[src/rtl/cnn_pkg.sv]
// Shared widths and FSM encoding for the partial-sum accumulate / ReLU path.
package cnn_pkg;

    localparam int PSUM_W_DEF = 20;
    localparam int ACC_W_DEF  = 24;
    localparam int OUT_W_DEF  = 8;

    typedef enum logic [1:0] {
        ST_IDLE = 2'd0,
        ST_ACC  = 2'd1,
        ST_OUT  = 2'd2
    } state_t;

endpackage

[src/rtl/psum_requant.sv]
// Combinational requantiser: ReLU, round-half-up, right shift, unsigned saturate.
module psum_requant #(
    parameter int ACC_W = 24,
    parameter int OUT_W = 8
) (
    input  logic [ACC_W-1:0] sum_i,
    input  logic [4:0]       shift_i,
    output logic [OUT_W-1:0] result_o
);

    // One extra bit so the rounding addend cannot overflow a maximal positive sum.
    localparam int W = ACC_W + 1;

    logic [W-1:0] pos;
    logic [W-1:0] rnd;
    logic [W-1:0] rounded;
    logic [W-1:0] shifted;

    // Negative sums clamp to zero; positive sums are rounded, shifted and clipped.
    always_comb begin
        pos      = {1'b0, sum_i};
        rnd      = (shift_i == 5'd0) ? '0 : (W'(1) << (shift_i - 5'd1));
        rounded  = pos + rnd;
        shifted  = rounded >> shift_i;
        result_o = '0;
        if (sum_i[ACC_W-1]) begin
            result_o = '0;
        end else if (shifted[W-1:OUT_W] != '0) begin
            result_o = '1;
        end else begin
            result_o = shifted[OUT_W-1:0];
        end
    end

endmodule

[src/rtl/psum_acc_relu.sv]
// Column partial-sum accumulator with saturating add, requantised ofmap output
// held until the consumer accepts it, delivered-result counter and sticky error.
module psum_acc_relu
    import cnn_pkg::*;
#(
    parameter int PSUM_W = PSUM_W_DEF,
    parameter int ACC_W  = ACC_W_DEF,
    parameter int OUT_W  = OUT_W_DEF
) (
    input  logic              gclk,
    input  logic              rst,
    input  logic [PSUM_W-1:0] psum_in,
    input  logic              psum_valid,
    input  logic              psum_first,
    input  logic              psum_last,
    output logic              psum_ready,
    input  logic [4:0]        shift,
    output logic [OUT_W-1:0]  ofmap,
    output logic              ofmap_valid,
    input  logic              ofmap_ready,
    output logic [15:0]       out_cnt,
    output logic              err
);

    state_t             state_q;
    logic [ACC_W-1:0]   acc_q;
    logic [ACC_W-1:0]   acc_d;
    logic [OUT_W-1:0]   ofmap_q;
    logic               ofmap_valid_q;
    logic [15:0]        out_cnt_q;
    logic               err_q;

    logic [ACC_W-1:0]   psum_ext;
    logic [ACC_W:0]     sum_wide;
    logic [ACC_W-1:0]   sat_sum;
    logic [OUT_W-1:0]   req_res;
    logic               beat_ok;

    assign psum_ready  = (state_q == ST_IDLE) || (state_q == ST_ACC);
    assign beat_ok     = psum_valid && psum_ready;
    assign ofmap       = ofmap_q;
    assign ofmap_valid = ofmap_valid_q;
    assign out_cnt     = out_cnt_q;
    assign err         = err_q;

    // Post-update sum: a first beat restarts, otherwise add with signed saturation.
    always_comb begin
        psum_ext = ACC_W'($signed(psum_in));
        sum_wide = {acc_q[ACC_W-1], acc_q} + {psum_ext[ACC_W-1], psum_ext};
        sat_sum  = sum_wide[ACC_W-1:0];
        if (sum_wide[ACC_W] != sum_wide[ACC_W-1]) begin
            sat_sum = sum_wide[ACC_W] ? {1'b1, {(ACC_W-1){1'b0}}}
                                      : {1'b0, {(ACC_W-1){1'b1}}};
        end
        acc_d = psum_first ? psum_ext : sat_sum;
    end

    // The requantiser sees the post-update sum so the last beat's result is
    // captured on the same edge that accepts it.
    psum_requant #(
        .ACC_W (ACC_W),
        .OUT_W (OUT_W)
    ) u_requant (
        .sum_i    (acc_d),
        .shift_i  (shift),
        .result_o (req_res)
    );

    // Accumulate / output FSM with registered ofmap, counter and error flag.
    always_ff @(posedge gclk or posedge rst) begin
        if (rst) begin
            state_q       <= ST_IDLE;
            acc_q         <= '0;
            ofmap_q       <= '0;
            ofmap_valid_q <= 1'b0;
            out_cnt_q     <= '0;
            err_q         <= 1'b0;
        end else begin
            case (state_q)
                ST_IDLE: begin
                    if (beat_ok) begin
                        if (psum_first) begin
                            acc_q <= acc_d;
                            if (psum_last) begin
                                ofmap_q       <= req_res;
                                ofmap_valid_q <= 1'b1;
                                state_q       <= ST_OUT;
                            end else begin
                                state_q <= ST_ACC;
                            end
                        end else begin
                            err_q <= 1'b1;
                        end
                    end
                end
                ST_ACC: begin
                    if (beat_ok) begin
                        acc_q <= acc_d;
                        if (psum_last) begin
                            ofmap_q       <= req_res;
                            ofmap_valid_q <= 1'b1;
                            state_q       <= ST_OUT;
                        end
                    end
                end
                ST_OUT: begin
                    if (ofmap_ready) begin
                        ofmap_valid_q <= 1'b0;
                        out_cnt_q     <= out_cnt_q + 16'd1;
                        state_q       <= ST_IDLE;
                    end
                end
                default: state_q <= ST_IDLE;
            endcase
        end
    end

endmodule

[config.mk]
export PLATFORM = sky130hd
export DESIGN_NAME = psum_acc_relu
export DESIGN_NICKNAME = d
export VERILOG_FILES = /design/src/rtl/cnn_pkg.sv /design/src/rtl/psum_requant.sv /design/src/rtl/psum_acc_relu.sv
export SDC_FILE = /design/constraint.sdc
export NUM_CORES = 1
export LEC_CHECK = 0
export ABC_AREA = 0
export ABC_CLOCK_PERIOD_IN_PS = 17550
export CAP_MARGIN = 20
export CELL_PAD_IN_SITES_DETAIL_PLACEMENT = 1
export CELL_PAD_IN_SITES_GLOBAL_PLACEMENT = 1
export CORE_MARGIN = 4
export CORE_UTILIZATION = 40
export DETAILED_ROUTE_END_ITERATION = 12
export PLACE_DENSITY = 0.86
export SLEW_MARGIN = 30
export SYNTH_ARGS = -nofsm -noshare
export SYNTH_HDL_FRONTEND = slang
export SYNTH_SLANG_ARGS = --single-unit
[constraint.sdc]
create_clock -name gclk -period 17.55 [get_ports gclk]
set_input_delay 5.265 -clock gclk [delete_from_list [all_inputs] [get_ports gclk]]
set_output_delay 5.265 -clock gclk [all_outputs]
set_load 0.01 [all_outputs]
==> run metrics, run 1 <==
Worst EP arrival approximately 12 ns; initial antenna violation count 0; largest net degree at the start of global routing 53; sequential area share after synthesis about a fifth; number of enable flip-flop cells after synthesis 0; nets roughly 950; Root Driver clkbuf_16; final setup fails 0; fin crit share between 60 and 70%; Core Footprint 16100 um^2; total power around 0.0012 W; Chip Height between 100 and 150 um; relative slew slack 46.8%; Routed WL 21.9 mm; share of the synthesized area in the top cell type just under 20%; Initial Util between 40 and 50%; Placed Area between 7000 and 8000 um^2; fin area around 7500 um^2; # port buffers 57; P_leak 3.09 nW; Antenna Nets Post-Route 0; largest area contributor in the netlist dfrtp_1; WL per Instance about 20 um; Min-Delay Path Class flip-flop to flip-flop; Top cell by count, worst path fa_1; clk slew on worst S/H paths around 0.070 ns; Clock Power Share roughly 9%; Yosys cell types between 80 and 90; Final Hold Fails 0; unrepaired setup endpoints after global routing no; CTS H-tree depth 2; combinational fraction of design power approximately three quarters; RD Place Congestion just over 0.9; vias per cell roughly 6.2; status finished clean; synth top area cells dfrtp_1 20%, ha_1 9.2%, nor2_1 5.3%; hold buffer count at CTS 0; die area ~19000 um^2; gr usage total between 20% and 30%; net switching power ~0.00061 W; DRC 0; DRT Pass-1 Iters 4; syn avg cell area ~8 um^2; Ports between 50 and 60; worst setup margin 5.27 ns; synth-to-layout area growth 13.3%; Placement Rows 46; Slew Limit Fails 0; drt first-iter violations 418; CP required roughly 18 ns; Most used DFF post-synth dfrtp_1; crit path launch type input pin; Async S/R FF share, synth 100%; HPWL after detailed placement ~17 mm; vias in the first global route ~7000; Peak Freq around 80 MHz; Post-CTS Setup Inserts 0; CTS Sinks 52; Synth Cell Area 6660 um^2; sw frac 51.7%; total grt overflow 0; Tmin final around 12 ns; synthesized netlist cell count approximately 840; setup tns final 0 ns; Max stage delay on crit path 0.55 ns; Slowest-stage cell, CP a2111oi_2; Flop pwr share between 10% and 20%; Post-Place Cells 1081; Fin Clk Skew roughly 0.0038 ns; first-pass GRT wire length between 30 and 40 mm; Worst VDD drop between 0.00006 and 0.00007 V; TritonCTS buffer count 5; crit path kind input pin to flip-flop; Tightest Pin Transition 0.785 ns; Pwr Density between 150 and 200 nW/um^2; crit end category flip-flop; Clock Latency Late Sink roughly 0.32 ns; fin cells between 1000 and 1500; share of layout cells above drive strength 1 a little over a tenth; Place WS slightly below 5 ns; width of the chip roughly 140 um; Crit Path Max Fanout 16; Vias around 6700; Max-Cap Viols 0; Int Pwr about 0.00057 W; Seq cells post-synth between 50 and 60; CTS tree yes; Synth Net Count approximately 920; antenna diode count 0; Syn. warnings 0; cts repair resizes 0; CTS Buffer Depth 2
placed cells by master (no fill, tap or decap), drive strengths merged, types with 24 or more instances in the layout:
cell type and n:
clkdlybuf4s50 57, inv 24, xnor2 36, a21oi 62, nor3 28, nor2 94, mux2 31, o21ai 60
dfrtp 52, a211oi 24, ha 49, nand2 78
kinds of logic (layout without fill, tap and decap cells):
family	after synthesis	in the layout	synth area share, %
multiplexers	50	50	8.91
adder cells (fa/ha/maj)	53	53	10.1
XOR/XNOR	53	53	6.97
flip-flops	52	52	19.5
buffers and inverters	65	99	4.10
AND/OR/NAND/NOR	304	304	21.9
AO/OA/AOI/OAI	262	262	28.5
state kept, by name, summed over array words and instances (netlist names):
signal       cells
acc_q           24
out_cnt         16
ofmap            8
state_q          2
err              1
ofmap_valid      1
metrics by stage:
stage	hold WS (ns)	utilization [%]
5_1_grt	0.490	46.8
3_3_place_gp	0.446	45.9
3_5_place_dp	0.446	45.9
2_1_floorplan	0.427	-
6_report	0.464	46.8
4_1_cts	0.467	46.8
worst max-delay path, delay by kind of cell:
kind                     cells  cell delay, ns
AO/OA/AOI/OAI               13            3.21
XOR/XNOR                     1            0.29
adder cells (fa/ha/maj)      3            0.93
buffers and inverters        2            0.51
AND/OR/NAND/NOR              7            2.19
final timing paths:
kind,startpoint,to,slack (ns),cells after the start
hold reg to reg,err$_DFFE_PP0P_,err$_DFFE_PP0P_,0.46,1
min in group asynchronous,rst,ofmap[0]$_DFFE_PP0P_,5.45,3
setup / recovery,psum_in[0],ofmap[5]$_DFFE_PP0P_,5.27,26
max in group asynchronous,rst,acc_q[12]$_DFFE_PP0P_,11.60,3
setup reg to reg,acc_q[1]$_DFFE_PP0P_,ofmap[5]$_DFFE_PP0P_,10.31,23
hold / removal,err$_DFFE_PP0P_,err$_DFFE_PP0P_,0.46,1
Yosys cell counts, drive strengths merged (6+ instances only):
library cell	count
nand3	22
nor3	28
and2	6
inv	23
nor4	6
nor2	94
o211ai	6
nand2b	13
o21a	11
ha	49
a211oi	24
a21o	19
nand2	78
clkbuf	22
mux2	31
nor2b	18
nand4	15
dfrtp	52
a211o	8
o21ai	60
a21oi	62
xnor2	36
a31oi	10
buf	18
o31ai	6
xor2	17
a2111oi	7
mux2i	15
cell type report:
class,count,area [um^2]
Multi-Input combinational cell,722,5090
Clock buffer,5,125
Fill cell,2001,8570
Inverter,25,93.8
Clock inverter,3,22.5
Tap cell,216,270
Timing Repair Buffer,66,638
Sequential cell,52,1300
metal layers:
layer  GRT usage, %  routed length, um
met4           7.93                672
met5              0                  0
met3           4.04                914
met1           31.5               9920
met2           39.6              10400
power by group through the flow:
stage	registers [W]	clock network (W)	logic (W)
after floorplan	0.000192	0	0.000639
after global placement	0.000194	0	0.000837
after detailed placement	0.000193	0	0.000862
after CTS	0.000193	0.000109	0.000873
after global routing	0.000198	0.000114	0.000973
final	0.000193	0.000107	0.000883
Note: power is estimated with default switching activity, not from simulation.
==> inputs of run 2 (changes only) <==
--- a/config.mk
+++ b/config.mk
@@ -6,7 +6,7 @@
 export NUM_CORES = 1
 export LEC_CHECK = 0
 export ABC_AREA = 0
-export ABC_CLOCK_PERIOD_IN_PS = 17550
+export ABC_CLOCK_PERIOD_IN_PS = 11900
 export CAP_MARGIN = 20
 export CELL_PAD_IN_SITES_DETAIL_PLACEMENT = 1
 export CELL_PAD_IN_SITES_GLOBAL_PLACEMENT = 1
==> constraint.sdc (replaced) <==
create_clock -name gclk -period 11.9 [get_ports gclk]
set_input_delay 3.57 -clock gclk [delete_from_list [all_inputs] [get_ports gclk]]
set_output_delay 3.57 -clock gclk [all_outputs]
set_load 0.01 [all_outputs]
==> run 2 against run 1 <==
Largest cell class unchanged. First-iteration DRC count rose by 22%. Non-clock buffer count rose by 2. Clock skew up 0.0048 ns. Global-route usage fell by 0.091 points. Sequential share of layout area about the same. Worst setup slack got worse by 3.9 ns.
==> run metrics, run 2 (same netlist as run 1, synthesis figures left out) <==
CTS tree yes; Worst EP arrival roughly 11 ns; Max-Cap Viols 0; hold buffer count at CTS 0; initial antenna violation count 0; total grt overflow 0; setup tns final 0 ns; crit path launch type input pin; largest net degree at the start of global routing 53; fin cells about 1100; most frequent cells in the layout 94 x nor2_1, 77 x nand2_1, 59 x a21oi_1, 57 x clkdlybuf4s50_1, 52 x dfrtp_1; drt first-iter violations approximately 500; width of the chip between 100 and 150 um; Pwr Density between 200 and 250 nW/um^2; cts repair resizes 0; crit end category flip-flop; CTS Sinks between 50 and 60; Multi-input gate area about 5000 um^2; Ports 58; DRC 0; final setup fails 0; gr usage total a little under a quarter; Post-Place Cells 1083; Min-Delay Path Class flip-flop to flip-flop; # port buffers 57; CTS H-tree depth 2; vias per cell around 6.1; synth-to-layout area growth 13.4%; die area between 15000 and 20000 um^2; Placement Rows 46; first-pass GRT wire length ~36 mm; vias in the first global route around 6900; Tmin final 10.54 ns; Clock Latency Late Sink just over 0.3 ns; max reg flops 24; Routed WL roughly 22 mm; Tightest Pin Transition between 0.8 and 0.9 ns; status finished clean; most common cell after layout, fill and taps aside nor2_1; Initial Util 41.3%; TritonCTS buffer count 5; RD Place Congestion ~0.93; Final Hold Fails 0; fill count 2036; Slew Limit Fails 0; share of layout cells above drive strength 1 roughly 11%; nets ~960; HPWL after detailed placement between 15 and 20 mm; clk slew on worst S/H paths 0.08 ns; Final Core Density a little under half; Antenna Nets Post-Route 0; Vias approximately 6700; Top reg by flops acc_q; WL per Instance 20.2 um; antenna diode count 0; unrepaired setup endpoints after global routing no; CP required between 10 and 15 ns; Register Area about 1300 um^2; CTS Buffer Depth 2; relative slew slack approximately 40%; Chip Height roughly 140 um; fin crit share roughly 90%; Peak Freq 94.9 MHz; Core Footprint about 16000 um^2; Worst VDD drop 0.000126 V; Fin Clk Skew around 0.0085 ns; Post-CTS Setup Inserts 0; P_leak a little over 3 nW; Crit Path Max Fanout 16; DRT Pass-1 Iters 5; crit path kind input pin to flip-flop; Root Driver clkbuf_16
run 2: cell types whose count changed in the layout (fill, tap and decap cells not counted), sizes merged:
| cell | before | now |
|---|---|---|
| buf | 9 | 11 |
run 2: per-layer routing:
layer / vias up / track usage (%) / wire [um]
li1: 3174 / - / -
met1: 3289 / 32.4 / 9920
met2: 187 / 39.5 / 10400
met3: 31 / 3.35 / 1140
met4: 0 / 6.26 / 525
met5: - / 0 / 0
run 2: final cells by class:
cell class / instances / area share (%)
multi-input cells: 722 / 67.3
inverters: 25 / 1.24
flip-flops and latches: 52 / 17.2
clock inverters: 3 / 0.298
clock buffers: 5 / 1.66
repair buffers: 68 / 8.65
well taps: 216 / 3.58
run 2: power breakdown:
| part | switching [W] | total, W | internal (W) |
|---|---|---|---|
| Sequential | 0.0000459 | 0.000285 | 0.000239 |
| Combinational | 0.000773 | 0.00130 | 0.000526 |
| Clock | 0.0000756 | 0.000155 | 0.0000791 |
run 2: worst paths after layout:
path	from	endpoint	slack, ns	cells past startpoint
setup / recovery	psum_in[1]	ofmap[5]$_DFFE_PP0P_	1.36	25
hold / removal	state_q[1]$_DFFE_PP0P_	state_q[0]$_DFFE_PP0P_	0.46	1
setup reg to reg	acc_q[1]$_DFFE_PP0P_	ofmap[5]$_DFFE_PP0P_	4.68	24
hold reg to reg	state_q[1]$_DFFE_PP0P_	state_q[0]$_DFFE_PP0P_	0.46	1
max in group asynchronous	rst	acc_q[13]$_DFFE_PP0P_	7.64	3
min in group asynchronous	rst	ofmap[0]$_DFFE_PP0P_	3.76	3
run 2: through the flow:
step / setup slack [ns] / instance area [um^2] / power [W] / hold WS [ns]
after global routing: 0.959 / 7550 / 0.00189 / 0.468
final: 1.36 / 7550 / 0.00174 / 0.456
after CTS: 1.46 / 7550 / 0.00173 / 0.464
after detailed placement: 1.16 / 7400 / 0.00156 / 0.458
after global placement: 1.31 / 7400 / 0.00152 / 0.446
after floorplan: 2.81 / 6660 / 0.00123 / 0.427
run 2: worst max-delay path: stages:
cell	delay, ns
clkdlybuf4s50_1	0.44
ha_1	0.31
a21o_1	0.16
a21o_1	0.22
a211oi_2	0.31
nor3_1	0.13
a211oi_2	0.44
o21a_1	0.21
o211a_1	0.32
nor3_2	0.08
buf_4	0.21
nor2_1	0.48
a22oi_1	0.23
fa_1	0.51
and3_2	0.26
o211ai_4	0.25
a2111oi_4	0.14
o41ai_2	0.49
xor2_1	0.30
a211oi_1	0.17
o221a_1	0.15
or4_1	0.53
a32oi_1	0.18
and4_1	0.46
a311oi_1	0.15
